## src/rtl/add_pkg.sv

```systemverilog
// Shared types and elaboration helpers for the multi-cycle ripple adder.
package add_pkg;

    typedef enum logic [1:0] {
        IDLE = 2'd0,
        RUN  = 2'd1,
        DONE = 2'd2
    } state_e;

    // Slice index width; never narrower than one bit, even for a single slice.
    function automatic int idx_width(input int nchunk);
        return (nchunk > 1) ? $clog2(nchunk) : 1;
    endfunction

    function automatic bit chunk_cfg_ok(input int width, input int chunk);
        return (chunk >= 1) && (chunk <= width) && ((width % chunk) == 0);
    endfunction

endpackage

```

## src/rtl/full_adder.sv

```systemverilog
// Single-bit full adder, the cell of the slice ripple.
module full_adder (
    input  logic x,
    input  logic y,
    input  logic ci,
    output logic s,
    output logic co
);

    assign s  = x ^ y ^ ci;
    assign co = (x & y) | (ci & (x ^ y));

endmodule

```

## src/rtl/ripple_chunk.sv

```systemverilog
// CHUNK-bit combinational ripple of full adders; cmsb is the carry into the top bit.
module ripple_chunk #(
    parameter int CHUNK = 4
) (
    input  logic [CHUNK-1:0] x,
    input  logic [CHUNK-1:0] y,
    input  logic             ci,
    output logic [CHUNK-1:0] s,
    output logic             co,
    output logic             cmsb
);

    logic [CHUNK:0] c;

    assign c[0] = ci;

    for (genvar i = 0; i < CHUNK; i++) begin : g_bit
        full_adder u_fa (
            .x  (x[i]),
            .y  (y[i]),
            .ci (c[i]),
            .s  (s[i]),
            .co (c[i+1])
        );
    end

    assign co   = c[CHUNK];
    assign cmsb = c[CHUNK-1];

endmodule

```

## src/rtl/multicycle_ripple_adder.sv

```systemverilog
// Multi-cycle ripple adder: one CHUNK-bit slice per clock through a single reused ripple_chunk.
// OVF_FLAG_EN adds the registered signed-overflow output ovf.
//
// state | meaning
// IDLE  | in_ready high, waiting for operands
// RUN   | adding slice idx, carry held in carry_q
// DONE  | result held on out_valid until out_ready
module multicycle_ripple_adder
    import add_pkg::*;
#(
    parameter int WIDTH = 32,
    parameter int CHUNK = 4
) (
    input  logic             clk,
    input  logic             rst_n,
    input  logic             in_valid,
    output logic             in_ready,
    input  logic [WIDTH-1:0] a,
    input  logic [WIDTH-1:0] b,
    input  logic             cin,
    output logic             out_valid,
    input  logic             out_ready,
    output logic [WIDTH-1:0] sum,
    output logic             cout
`ifdef OVF_FLAG_EN
    ,
    output logic             ovf
`endif
);

    localparam int NCHUNK = WIDTH / CHUNK;
    localparam int IDXW   = idx_width(NCHUNK);
    localparam logic [IDXW-1:0] IDX_LAST = IDXW'(NCHUNK - 1);

    if (!chunk_cfg_ok(WIDTH, CHUNK)) begin : g_bad_cfg
        $error("multicycle_ripple_adder: WIDTH must be a multiple of CHUNK and CHUNK in 1..WIDTH");
    end

    state_e            state_q, state_d;
    logic [WIDTH-1:0]  a_q, a_d;
    logic [WIDTH-1:0]  b_q, b_d;
    logic              carry_q, carry_d;
    logic [IDXW-1:0]   idx_q, idx_d;
    logic [WIDTH-1:0]  sum_q, sum_d;
    logic              cout_q, cout_d;
    logic              out_valid_q, out_valid_d;
`ifdef OVF_FLAG_EN
    logic              ovf_q, ovf_d;
`endif

    logic [31:0]       base;
    logic [CHUNK-1:0]  x_slice;
    logic [CHUNK-1:0]  y_slice;
    logic [CHUNK-1:0]  s_slice;
    logic              co_slice;
`ifdef OVF_FLAG_EN
    logic              cmsb_slice;
`else
    logic              cmsb_unused;
`endif

    always_comb begin
        base    = 32'(idx_q) * 32'(CHUNK);
        x_slice = a_q[base +: CHUNK];
        y_slice = b_q[base +: CHUNK];
    end

    ripple_chunk #(
        .CHUNK (CHUNK)
    ) u_chunk (
        .x    (x_slice),
        .y    (y_slice),
        .ci   (carry_q),
        .s    (s_slice),
        .co   (co_slice),
`ifdef OVF_FLAG_EN
        .cmsb (cmsb_slice)
`else
        .cmsb (cmsb_unused)
`endif
    );

    always_comb begin
        state_d     = state_q;
        a_d         = a_q;
        b_d         = b_q;
        carry_d     = carry_q;
        idx_d       = idx_q;
        sum_d       = sum_q;
        cout_d      = cout_q;
        out_valid_d = out_valid_q;
`ifdef OVF_FLAG_EN
        ovf_d       = ovf_q;
`endif
        case (state_q)
            IDLE: begin
                if (in_valid) begin
                    a_d     = a;
                    b_d     = b;
                    carry_d = cin;
                    idx_d   = '0;
                    state_d = RUN;
                end
            end
            RUN: begin
                sum_d[base +: CHUNK] = s_slice;
                carry_d              = co_slice;
                if (idx_q == IDX_LAST) begin
                    state_d     = DONE;
                    out_valid_d = 1'b1;
                    cout_d      = co_slice;
`ifdef OVF_FLAG_EN
                    ovf_d       = cmsb_slice ^ co_slice;
`endif
                end else begin
                    idx_d = idx_q + IDXW'(1);
                end
            end
            DONE: begin
                if (out_ready) begin
                    state_d     = IDLE;
                    out_valid_d = 1'b0;
                end
            end
            default: begin
                state_d     = IDLE;
                out_valid_d = 1'b0;
            end
        endcase
    end

    always_ff @(posedge clk or negedge rst_n) begin
        if (!rst_n) begin
            state_q     <= IDLE;
            a_q         <= '0;
            b_q         <= '0;
            carry_q     <= 1'b0;
            idx_q       <= '0;
            sum_q       <= '0;
            cout_q      <= 1'b0;
            out_valid_q <= 1'b0;
`ifdef OVF_FLAG_EN
            ovf_q       <= 1'b0;
`endif
        end else begin
            state_q     <= state_d;
            a_q         <= a_d;
            b_q         <= b_d;
            carry_q     <= carry_d;
            idx_q       <= idx_d;
            sum_q       <= sum_d;
            cout_q      <= cout_d;
            out_valid_q <= out_valid_d;
`ifdef OVF_FLAG_EN
            ovf_q       <= ovf_d;
`endif
        end
    end

    assign in_ready  = (state_q == IDLE);
    assign out_valid = out_valid_q;
    assign sum       = sum_q;
    assign cout      = cout_q;
`ifdef OVF_FLAG_EN
    assign ovf       = ovf_q;
`endif

endmodule

```

## config.mk

```make
export PLATFORM = sky130hd
export DESIGN_NAME = multicycle_ripple_adder
export DESIGN_NICKNAME = d
export VERILOG_FILES = /design/src/rtl/add_pkg.sv /design/src/rtl/full_adder.sv /design/src/rtl/ripple_chunk.sv /design/src/rtl/multicycle_ripple_adder.sv
export SDC_FILE = /design/constraint.sdc
export NUM_CORES = 1
export LEC_CHECK = 0
export BUFFER_PORTS_ARGS = -buffer_cell sky130_fd_sc_hd__buf_2
export CAP_MARGIN = 20
export CORE_ASPECT_RATIO = 0.8
export CORE_MARGIN = 2
export CORE_UTILIZATION = 55
export CTS_BUF_LIST = sky130_fd_sc_hd__clkbuf_2
export DETAILED_ROUTE_END_ITERATION = 6
export GPL_ROUTABILITY_DRIVEN = 1
export GPL_TIMING_DRIVEN = 0
export PLACE_DENSITY = 0.81
export SYNTH_ARGS = -nofsm -noshare
export SYNTH_HDL_FRONTEND = slang
export SYNTH_SLANG_ARGS = --single-unit
export TNS_END_PERCENT = 100
```

## constraint.sdc

```tcl
create_clock -name clk -period 4.11 [get_ports clk]
set_input_delay 0.411 -clock clk [delete_from_list [all_inputs] [get_ports clk]]
set_output_delay 0.411 -clock clk [all_outputs]
set_load 0.02 [all_outputs]
```

[Yosys cells after proc, flatten, opt, wreduce, memory -nomap -nowiden]
Index checks and enable logic that the tools add are counted.
Storage, ports and cells
  input port bits: 69
  register bits after elaboration: 104
  output and inout bits: 35
  logic and storage cells: 63
Operators by class
  bitwise logic cells: 21
  reductions and logical operators: 8
  shift operators: 4
  equal/unequal tests: 7
  add/sub/neg operators: 2
  multiplexer cells: 13
Operators with widths (number)
  $shiftx A32 B6 Y4: 2
  $neg A5 Y34: 1
  $shift A4 B34 Y32 const A: 1
  $shiftx A4 B34 Y32: 1
  $bwmux W32: 1
  $reduce_and A3 Y1: 3
  $and A1 B1 Y1: 8
  $ne A2 B2 Y1 const B: 4
  $xor A1 B1 Y1: 8
  $mux W2: 3
  $mux W3: 2
  $pmux W2 S3: 1
  $pmux W3 S2: 1
  $reduce_and A2 Y1: 3
  $or A1 B1 Y1: 4
  $add A3 B1 Y3 const B: 1
  $eq A3 B3 Y1 const B: 1
  $mux W1: 3
  $pmux W1 S3: 1
  $eq A2 B1 Y1 const B: 1
  $eq A2 B2 Y1 const B: 1
  $logic_not A2 Y1: 1
  $pmux W1 S2: 1
  $reduce_bool A2 Y1: 1
  $not A1 Y1: 1

[Longest topological paths before layout]
Gate-level depths: netlist (run 1).
  depth after elaboration: 11
  depth in mapped cells: 12
  gate-level depth less buffers: 10

[Modules after synthesis]
Synthesis (run 1) repeated with hierarchy kept, for this count alone.
Unflattened totals
  cells, all modules: 340
  area, all modules: 5152.4 um^2
By module, submodules not included
  multicycle_ripple_adder: seq. area each 2602.5 um^2, cells an instance 336, instances 1, area each 5072.4 um^2
  full_adder: seq. area each 0.0 um^2, cells an instance 1, instances 4, area each 20.0 um^2

[Worst setup path after synthesis (run 1)]
Ideal clock, no wire load.
  path type: register to register
  from: reg idx_q[0]
  to: reg sum_q[7], in the netlist sum[7]
  setup time: 0.125 ns
  period minus slack after synthesis: 3.274 ns
  path buffers: 2
  setup slack: 0.836 ns
  stages on the path, launching flop included: 13
  data arrival time: 3.150 ns
  data required time: 3.985 ns
  path through: dfrtp_1 > buf_2 > buf_2 > mux4_2 > mux2i_1 > fa_1 > fa_1 > inv_1 > fa_1 > fa_1 > inv_1 > nor2_1 > mux2_2
Between the ends
  word-level cells in the longest chain between the ends: 11
  elaborated cells between the ends (all ways): 23
  classes of those cells: 1 x add/sub; 4 x shift; 1 x mux; 17 x bitwise
RTL lines
  from (decl): line multicycle_ripple_adder.sv:43  | logic [IDXW-1:0] idx_q, idx_d;
  from (signal assigned): line multicycle_ripple_adder.sv:150  | idx_q <= idx_d;
  $shiftx A32 B6 Y4, on equally long branches: line multicycle_ripple_adder.sv:64, multicycle_ripple_adder.sv:65
  $xor A1 B1 Y1: line full_adder.sv:10, full_adder.sv:11
  $and A1 B1 Y1: line full_adder.sv:11  | assign co = (x & y) | (ci & (x ^ y));
  $or A1 B1 Y1: line full_adder.sv:11
  $and A1 B1 Y1: line full_adder.sv:11
  $or A1 B1 Y1: line full_adder.sv:11
  $and A1 B1 Y1: line full_adder.sv:11
  $or A1 B1 Y1: line full_adder.sv:11
  $xor A1 B1 Y1: line full_adder.sv:10  | assign s = x ^ y ^ ci;
  $shiftx A4 B34 Y32: line multicycle_ripple_adder.sv:106  | sum_d[base +: CHUNK] = s_slice;
  $bwmux W32 (*): line multicycle_ripple_adder.sv:106
  to (signal assigned): line multicycle_ripple_adder.sv:151  | sum_q <= sum_d;
  to (decl): line multicycle_ripple_adder.sv:44  | logic [WIDTH-1:0] sum_q, sum_d;
Every way passes the cells marked *; elsewhere a longest branch is shown, timed or not.
A chain may end at the register's enable or synchronous reset.

[Worst setup path in the final report (run 1)]
  from: reg idx_q[1]
  to: reg sum_q[7], in the netlist sum[7]
Same word-level chain as after synthesis.

==> impl_results.md, run 1 <==
* Max-slew headroom at 56.8%
* Yosys warnings at 0
* CTS tree: built
* CP Launch Type: flip-flop
* Post-CTS setup buffer count at 0
* Outcome: complete, no violations
* Port Buf Inserts at 103
* CTS sink count at 104
* I/O pins at 104
* Worst setup path category: flip-flop to flip-flop
* Clock Tree Buf Depth at 2
* Vias in the first global route at 3160
* Worst vdd ir at 0.397 mV
* Min Hold Slack at 0.0684 ns
* Diode count at 0
* RSZ-0062 raised after global routing: false
* DR vias/cell at 5.40
* Worst Path Max Fanout at 10
* Critical-path top delay cell: buf_1
* Num CTS Buffers at 9
* Routability cong. at 0.817
* Slew @ Worst Pin at 0.643 ns
* CP cell instances: buf_2, buf_1, mux4_2, mux2i_1, fa_1, fa_1, inv_1, fa_1, fa_1, inv_1, nor2_1, mux2_2
* Final net count at 529
* Mapped Area at 4770 um2
* Row count at 30
* Initial antenna violation count at 0
* Final WL at 9890 um
* CP arrival at 4.35 ns
* CTS root buf: clkbuf_2
* Inst Count DP at 546
* Min cycle time layout at 3.89 ns
* DRC errors left at 0
* CP max stage delay at 0.53 ns
* Setup tns final at 0 ns
* Final Non-Filler Cells at 566
* Die height at 87.3 um
* Share of layout cells above drive strength 1 at 53.5%
* Hold crit path type: input pin to flip-flop
* Global Route Usage Sum at 22.4%
* MaxCap Viol Count at 0
* Initial DRT Pass Iterations at 4
* Post-synth top area share at 54.5%
* Number of fillers in the final layout at 651
* Grt total ovfl at 0
* F_max at 0.257 GHz
* Leakage at 2.75 nW
* Synth unique cells at 32
* Buf+Inv Stages, Crit Path at 4
* Largest net degree at the start of global routing at 68
* Register area share after synthesis at 54.5%
* Critical Path Sink Type: flip-flop
* Global-route wire length before repair at 15900 um
* 1st-iter DRT viols at 162
* Final Hold Fails at 0
* Wire per inst at 17.5 um
* Synthesis-stage register bit count at 104
* Syn-to-layout area delta at 17.0%
* DPL Wire Length at 7290 um
* DR vias at 3055
* Net count after synthesis at 410
* CP most frequent cell: fa_1
* Total power draw at 4.57 mW
* Top post-synthesis cells by area: dfrtp_1, mux2_2, mux4_2
* Crit-path leading delay family: adder cells
* Synth Area per Inst at 14.5 um2
* Clock transition at path regs at 0.27 ns
* Worst skew pair latency at 0.54 ns
* Die Wd at 108 um
* Post-Synthesis Cells at 330
* Core area at 8450 um2
* Worst EP required at 4.57 ns
* Die area at 9440 um2
* CTS H-Tree Depth at 3
* Max Slew Vio Count at 0
* Initial core utilization at 56.5%
* Final setup vio count at 0
* Routed Antenna Nets at 0
* Power Density at 820 nW/um2
* Leading area contributor after synthesis: dfrtp_1
* Clock Skew at 0.0248 ns
* Period utilization at 94.7%
-- synth_stat cells --
master	n
mux2i_1	9
mux4_2	16
dfrtp_1	104
or4b_2	1
mux2_1	2
clkbuf_2	1
o21ai_0	3
ha_1	7
nand2b_1	1
mux2_2	92
or3b_2	2
buf_1	1
nor3_1	4
and3b_1	1
nand2_1	16
buf_2	11
nand3b_1	5
or4b_1	1
nand4b_1	1
nor3b_2	1
fa_1	4
a21oi_1	2
a22o_1	5
clkbuf_1	2
buf_4	1
nor4b_1	1
o31ai_1	1
inv_2	1
inv_1	11
nor2_1	21
o21bai_1	1
and2_1	1
-- registers in the layout (all words and copies together) (netlist names) --
signal and cells:
b_q 32, state_q 2, out_valid 1, a_q 32, idx_q 3, cout 1, sum 32, carry_q 1
-- what timing repair did --
action | in CTS | in global routing
hold buffers | 1 | 3
hold endpoints to repair | 37 | 3
resized for setup | 0 | 0
-- where the power goes --
| part | switching [mW] | internal [mW] | total [mW] |
|---|---|---|---|
| sequential | 0.243 | 1.47 | 1.71 |
| combinational | 1.29 | 1.18 | 2.46 |
| clock | 0.320 | 0.0747 | 0.395 |
| total | 1.85 | 2.72 | 4.57 |
-- cells in the final DEF (no fill, tap or decap), drive strengths merged --
master and count:
dfrtp 104, and2 1, a22o 5, a21oi 2, ha 7, nand2 16, nor3 4, clkinv 7
inv 12, nor3b 1, clkbuf 12, nor2 21, dlygate4sd3 4, or4b 2, o21ai 3, mux4 16
nor4b 1, fa 4, o31ai 1, and3b 1, or3b 2, o21bai 1, mux2 94, buf 117
nand4b 1, nand3b 5, mux2i 9, nand2b 1
-- per-stage QoR --
step	utilization (%)	setup slack (ns)	cell area, um2
after floorplan	-	0.836	4770
after global placement	64.3	0.294	5430
after detailed placement	64.6	0.237	5460
after CTS	65.7	0.205	5550
after global routing	66.1	0.0145	5580
final	66.1	0.217	5580
-- metal layers --
metal,global-route usage (%),up-vias,wire length (um)
met5,0,-,0
met4,4.55,0,86
met3,7.11,11,651
met2,35.6,99,4790
met1,30.8,1532,4360
li1,-,1413,-
-- cell families after synthesis --
logic type | synth area share (%)
adders and majority gates | 3.51
DFF | 54.5
AOI/OAI and AO/OA | 1.76
and+or+nand+nor | 5.98
buffers and inverters | 2.60
muxes | 31.6
-- final timing paths --
check | startpoint | to | slack, ns | cells past startpoint
hold reg to reg | sum[0]$_DFFE_PN0P_ | sum[0]$_DFFE_PN0P_ | 0.53 | 2
max in group asynchronous | rst_n | a_q[17]$_DFFE_PN0P_ | 3.09 | 3
setup / recovery | idx_q[1]$_DFFE_PN0P_ | sum[7]$_DFFE_PN0P_ | 0.22 | 12
setup reg to reg | idx_q[1]$_DFFE_PN0P_ | sum[7]$_DFFE_PN0P_ | 0.22 | 12
min in group asynchronous | rst_n | sum[24]$_DFFE_PN0P_ | 0.34 | 2
hold / removal | b[23] | b_q[23]$_DFFE_PN0P_ | 0.07 | 2
-- layout make-up --
type | count | area [um2] | share of cell area [%]
inverters | 12 | 45.0 | 0.807
clock buffers | 9 | 45.0 | 0.807
repair buffers | 108 | 586 | 10.5
plain buffers | 16 | 78.8 | 1.41
clock inverters | 7 | 38.8 | 0.695
well taps | 112 | 140 | 2.51
flip-flops and latches | 104 | 2600 | 46.6
multi-input cells | 198 | 2050 | 36.7
(Power assumes the default switching activity.)
==> inputs of run 2 (changes only) <==
- ABC_AREA: unset -> 1
- HOLD_SLACK_MARGIN: unset -> 0.06
- PLACE_DENSITY: 0.81 -> 0.8
==> run 2 against run 1 <==
Effect of this change:
- utilization rose by 6.3 points
- combinational power up 14%
- clock-buffer cell count increased by 2
- clock power is 13% higher
- worst setup slack improved by 0.29 ns
- synthesized cell count is 100% higher
- maximum frequency grew 8.2%
- hold slack better by 0.015 ns
- sequential power down 3%
- die area is 6.2% higher
==> impl_results.md, run 2 <==
* Wire per inst at 14.5 um (was 17.5 um)
* Switching share of total power at 50.2% (was 40.5%)
* Compound-Gate Fraction of Synth Area at 5.89% (was 1.76%)
* Cell Area, Placed at 5770 um2 (was 5460 um2)
* Commonest non-fill, non-tap cell in the layout: nand2_1 (was buf_2)
* WL met3 at 1240 um (was 651 um)
* Worst r2r dst: sum[15]$_DFFE_PN0P_ (was sum[7]$_DFFE_PN0P_)
* DRC errors left at 0 (unchanged)
* Met1 WL at 6220 um (was 4360 um)
* Max-slew headroom at 56.4% (was 56.8%)
* Metal2 WL at 6260 um (was 4790 um)
* Routability cong. at 0.894 (was 0.817)
* CP arrival at 4.15 ns (was 4.35 ns)
* Post-CTS setup buffer count at 0 (unchanged)
* Grt total ovfl at 0 (unchanged)
* Final Hold Fails at 0 (unchanged)
* Max Slew Vio Count at 0 (unchanged)
* Share of layout cells above drive strength 1 at 18.4% (was 53.5%)
* Initial core utilization at 56.5% (about the same)
* Worst EP required at 4.66 ns (was 4.57 ns)
* Most frequent cells in the layout: nand2_1, buf_2, dfrtp_1, nand3_1, inv_1 (was buf_2, dfrtp_1, mux2_2, nor2_1)
* RSZ-0062 raised after global routing: false (unchanged)
* Combinational share of power at 57.1% (was 53.9%)
* Adder-cell share of the synthesized area at 3.30% (was 3.51%)
* Synth async-reset ratio at 100% (unchanged)
* Die Wd at 111 um (was 108 um)
* Diode count at 0 (unchanged)
* Uppermost layer routed: met4 (unchanged)
* MaxCap Viol Count at 0 (unchanged)
* CTS sink count at 104 (unchanged)
* Hold crit path type: input pin to flip-flop (unchanged)
* Number of fillers in the final layout at 680 (was 651)
* Die height at 90.0 um (was 87.3 um)
* Psw at 2.47 mW (was 1.85 mW)
* Num CTS Buffers at 9 (unchanged)
* I/O pins at 104 (unchanged)
* CTS root buf: clkbuf_2 (unchanged)
* Largest family of logic cells by synthesized area: simple AND/OR/NAND/NOR gates (was multiplexers)
* Die area at 10000 um2 (was 9440 um2)
* Min cycle time layout at 3.60 ns (was 3.89 ns)
* Critical Path Sink Type: flip-flop (unchanged)
* Synth unique cells at 17 (was 32)
* Net count after synthesis at 749 (was 410)
* Clock power frac at 9.1% (was 8.6%)
* Setup tns final at 0 ns (unchanged)
* Worst setup path startpoint: idx_q[0]$_DFFE_PN0P_ (was idx_q[1]$_DFFE_PN0P_)
* Leakage at 3.60 nW (was 2.75 nW)
* FF-to-FF Start: idx_q[0]$_DFFE_PN0P_ (was idx_q[1]$_DFFE_PN0P_)
* Power Density at 754 nW/um2 (was 820 nW/um2)
* CP Launch Type: flip-flop (unchanged)
* DR vias/cell at 5.21 (was 5.40)
* DR vias at 5048 (was 3055)
* DPL Wire Length at 9580 um (was 7290 um)
* Top post-synthesis cells by count: nand2_1, dfrtp_1, nand3_1 (was dfrtp_1, mux2_2, nor2_1)
* Final setup vio count at 0 (unchanged)
* Count leader, synth: nand2_1 (was dfrtp_1)
* Leading area contributor after synthesis: dfrtp_1 (unchanged)
* Worst setup path category: flip-flop to flip-flop (unchanged)
* Post-CTS Hold Fix Bufs at 65 (was 1)
* Mapped Area at 5080 um2 (was 4770 um2)
* Yosys warnings at 0 (unchanged)
* Simple-Gate Fraction of Synth Area at 31.3% (was 5.98%)
* 1st-iter DRT viols at 537 (was 162)
* Worst Path Max Fanout at 11 (was 10)
* Synth Flop Type: dfrtp_1 (unchanged)
* Routed Antenna Nets at 0 (unchanged)
* Syn-to-layout area delta at 28.2% (was 17.0%)
* Post-synth EDFFs at 0 (unchanged)
* Final net count at 929 (was 529)
* Slew @ Worst Pin at 0.654 ns (was 0.643 ns)
* Post-Synthesis Cells at 669 (was 330)
* Register area share after synthesis at 51.2% (was 54.5%)
* CTS H-Tree Depth at 3 (unchanged)
* Period utilization at 87.6% (was 94.7%)
* Synthesis-stage register bit count at 104 (unchanged)
* Sequential share of power at 33.9% (was 37.5%)
* Post-cts gate resize count at 0 (unchanged)
* Core area at 9000 um2 (was 8450 um2)
* CTS tree: built (unchanged)
* Row count at 31 (was 30)
* Global Route Usage Sum at 29.8% (was 22.4%)
* Worst skew pair latency at 0.61 ns (was 0.54 ns)
* Register-to-Register Path Depth at 15 (was 12)
* Synth Area in XOR/XNOR at 0% (unchanged)
* Global-route wire length before repair at 24000 um (was 15900 um)
* Worst vdd ir at 0.349 mV (was 0.397 mV)
* Vias in the first global route at 5033 (was 3160)
* Initial DRT Pass Iterations at 6 (was 4)
* Initial antenna violation count at 0 (unchanged)
* Top post-synthesis cells by area: dfrtp_1, nand2_1, nand3_1 (was dfrtp_1, mux2_2, mux4_2)
* Largest net degree at the start of global routing at 58 (was 68)
* F_max at 0.278 GHz (was 0.257 GHz)
* Port Buf Inserts at 103 (unchanged)
* Outcome: complete, no violations (unchanged)
* Post-synth top area share at 51.2% (was 54.5%)
* Clock Skew at 0.0495 ns (was 0.0248 ns)
* Clock Tree Buf Depth at 2 (unchanged)
* Final Instance Area at 6510 um2 (was 5580 um2)
* Final WL at 14000 um (was 9890 um)
* Worst setup path endpoint: sum[15]$_DFFE_PN0P_ (was sum[7]$_DFFE_PN0P_)
* Post-synthesis mux area share at 0% (was 31.6%)
* Clock transition at path regs at 0.28 ns (was 0.27 ns)
* Internal power at 2.45 mW (was 2.72 mW)
* Flop2flop setup slack at 0.51 ns (was 0.22 ns)
* Synth Area per Inst at 7.59 um2 (was 14.5 um2)
## run 2: cell count changes after synthesis, sizes merged, moves of 16 or more
cell / before / now
mux2: 94 / 0
mux4: 16 / 0
o21ai: 3 / 58
inv: 12 / 74
nor2: 21 / 53
nand2: 16 / 269
nand3: 0 / 71
## run 2: per-layer routing
layer	track usage [%]	up-vias
li1	-	2420
met1	42.4	2337
met2	45.1	255
met3	7.28	36
met4	10.9	0
met5	0	-
## run 2: worst min-delay path by stage
stage | slack (ns) | cells after the start | start | end
finish | 0.08 | 3 | a[5] | a_q[5]$_DFFE_PN0P_
global route | 0.07 | 3 | a[5] | a_q[5]$_DFFE_PN0P_
CTS | 0.06 | 3 | a[5] | a_q[5]$_DFFE_PN0P_
detailed placement | 0.46 | 2 | sum[16]$_DFFE_PN0P_ | sum[16]$_DFFE_PN0P_
global placement | 0.45 | 2 | sum[19]$_DFFE_PN0P_ | sum[19]$_DFFE_PN0P_
floorplan | 0.12 | 0 | rst_n | a_q[0]$_DFFE_PN0P_
## run 2: metrics by stage
| step | power [mW] | hold slack, ns | utilization [%] | std cells | worst slack (ns) |
|---|---|---|---|---|---|
| 2_1_floorplan | 3.55 | 0.115 | - | 669 | 1.23 |
| 3_3_place_gp | 4.26 | 0.455 | 63.8 | 887 | 0.717 |
| 3_5_place_dp | 4.37 | 0.459 | 64.1 | 888 | 0.622 |
| 4_1_cts | 4.86 | 0.0643 | 72.4 | 969 | 0.557 |
| 5_1_grt | 5.36 | 0.0664 | 72.4 | 969 | 0.285 |
| 6_report | 4.91 | 0.0835 | 72.4 | 969 | 0.511 |
## run 2: power groups by stage
stage               clock network [mW]  registers, mW  logic (mW)
floorplan                            0           1.77        1.78
global route                     0.486           1.71        3.16
detailed placement                   0           1.69        2.69
CTS                              0.447           1.66        2.75
global placement                     0           1.66        2.60
finish                           0.446           1.66        2.80
## run 2: final cells by class
type,instances,area (um2),area share (%)
buffer,27,140,2.15
clock buffer,11,55.1,0.845
clock inverter,5,38.8,0.595
inverter,75,282,4.32
multi-input combinational,463,2060,31.6
sequential,104,2600,40.0
tap,115,144,2.21
timing repair buffer,169,1200,18.4
## run 2: worst max-delay path, stage by stage (launching register included)
cell      delay [ns]
dfrtp_1         0.56
inv_2           0.20
clkbuf_1        0.48
nand2_1         0.11
nand3_1         0.14
nand3_1         0.10
nand2_1         0.09
fa_1            0.18
fa_1            0.18
inv_1           0.06
fa_1            0.37
fa_1            0.57
nand3_1         0.14
nor2_1          0.18
nand3_1         0.11
nand2_1         0.08
## run 2: logic make-up after synthesis
| kind of cell | after synthesis |
|---|---|
| adders and majority gates | 11 |
| buffers and inverters | 102 |
| and+or+nand+nor | 393 |
| AOI/OAI and AO/OA | 59 |
| DFF | 104 |
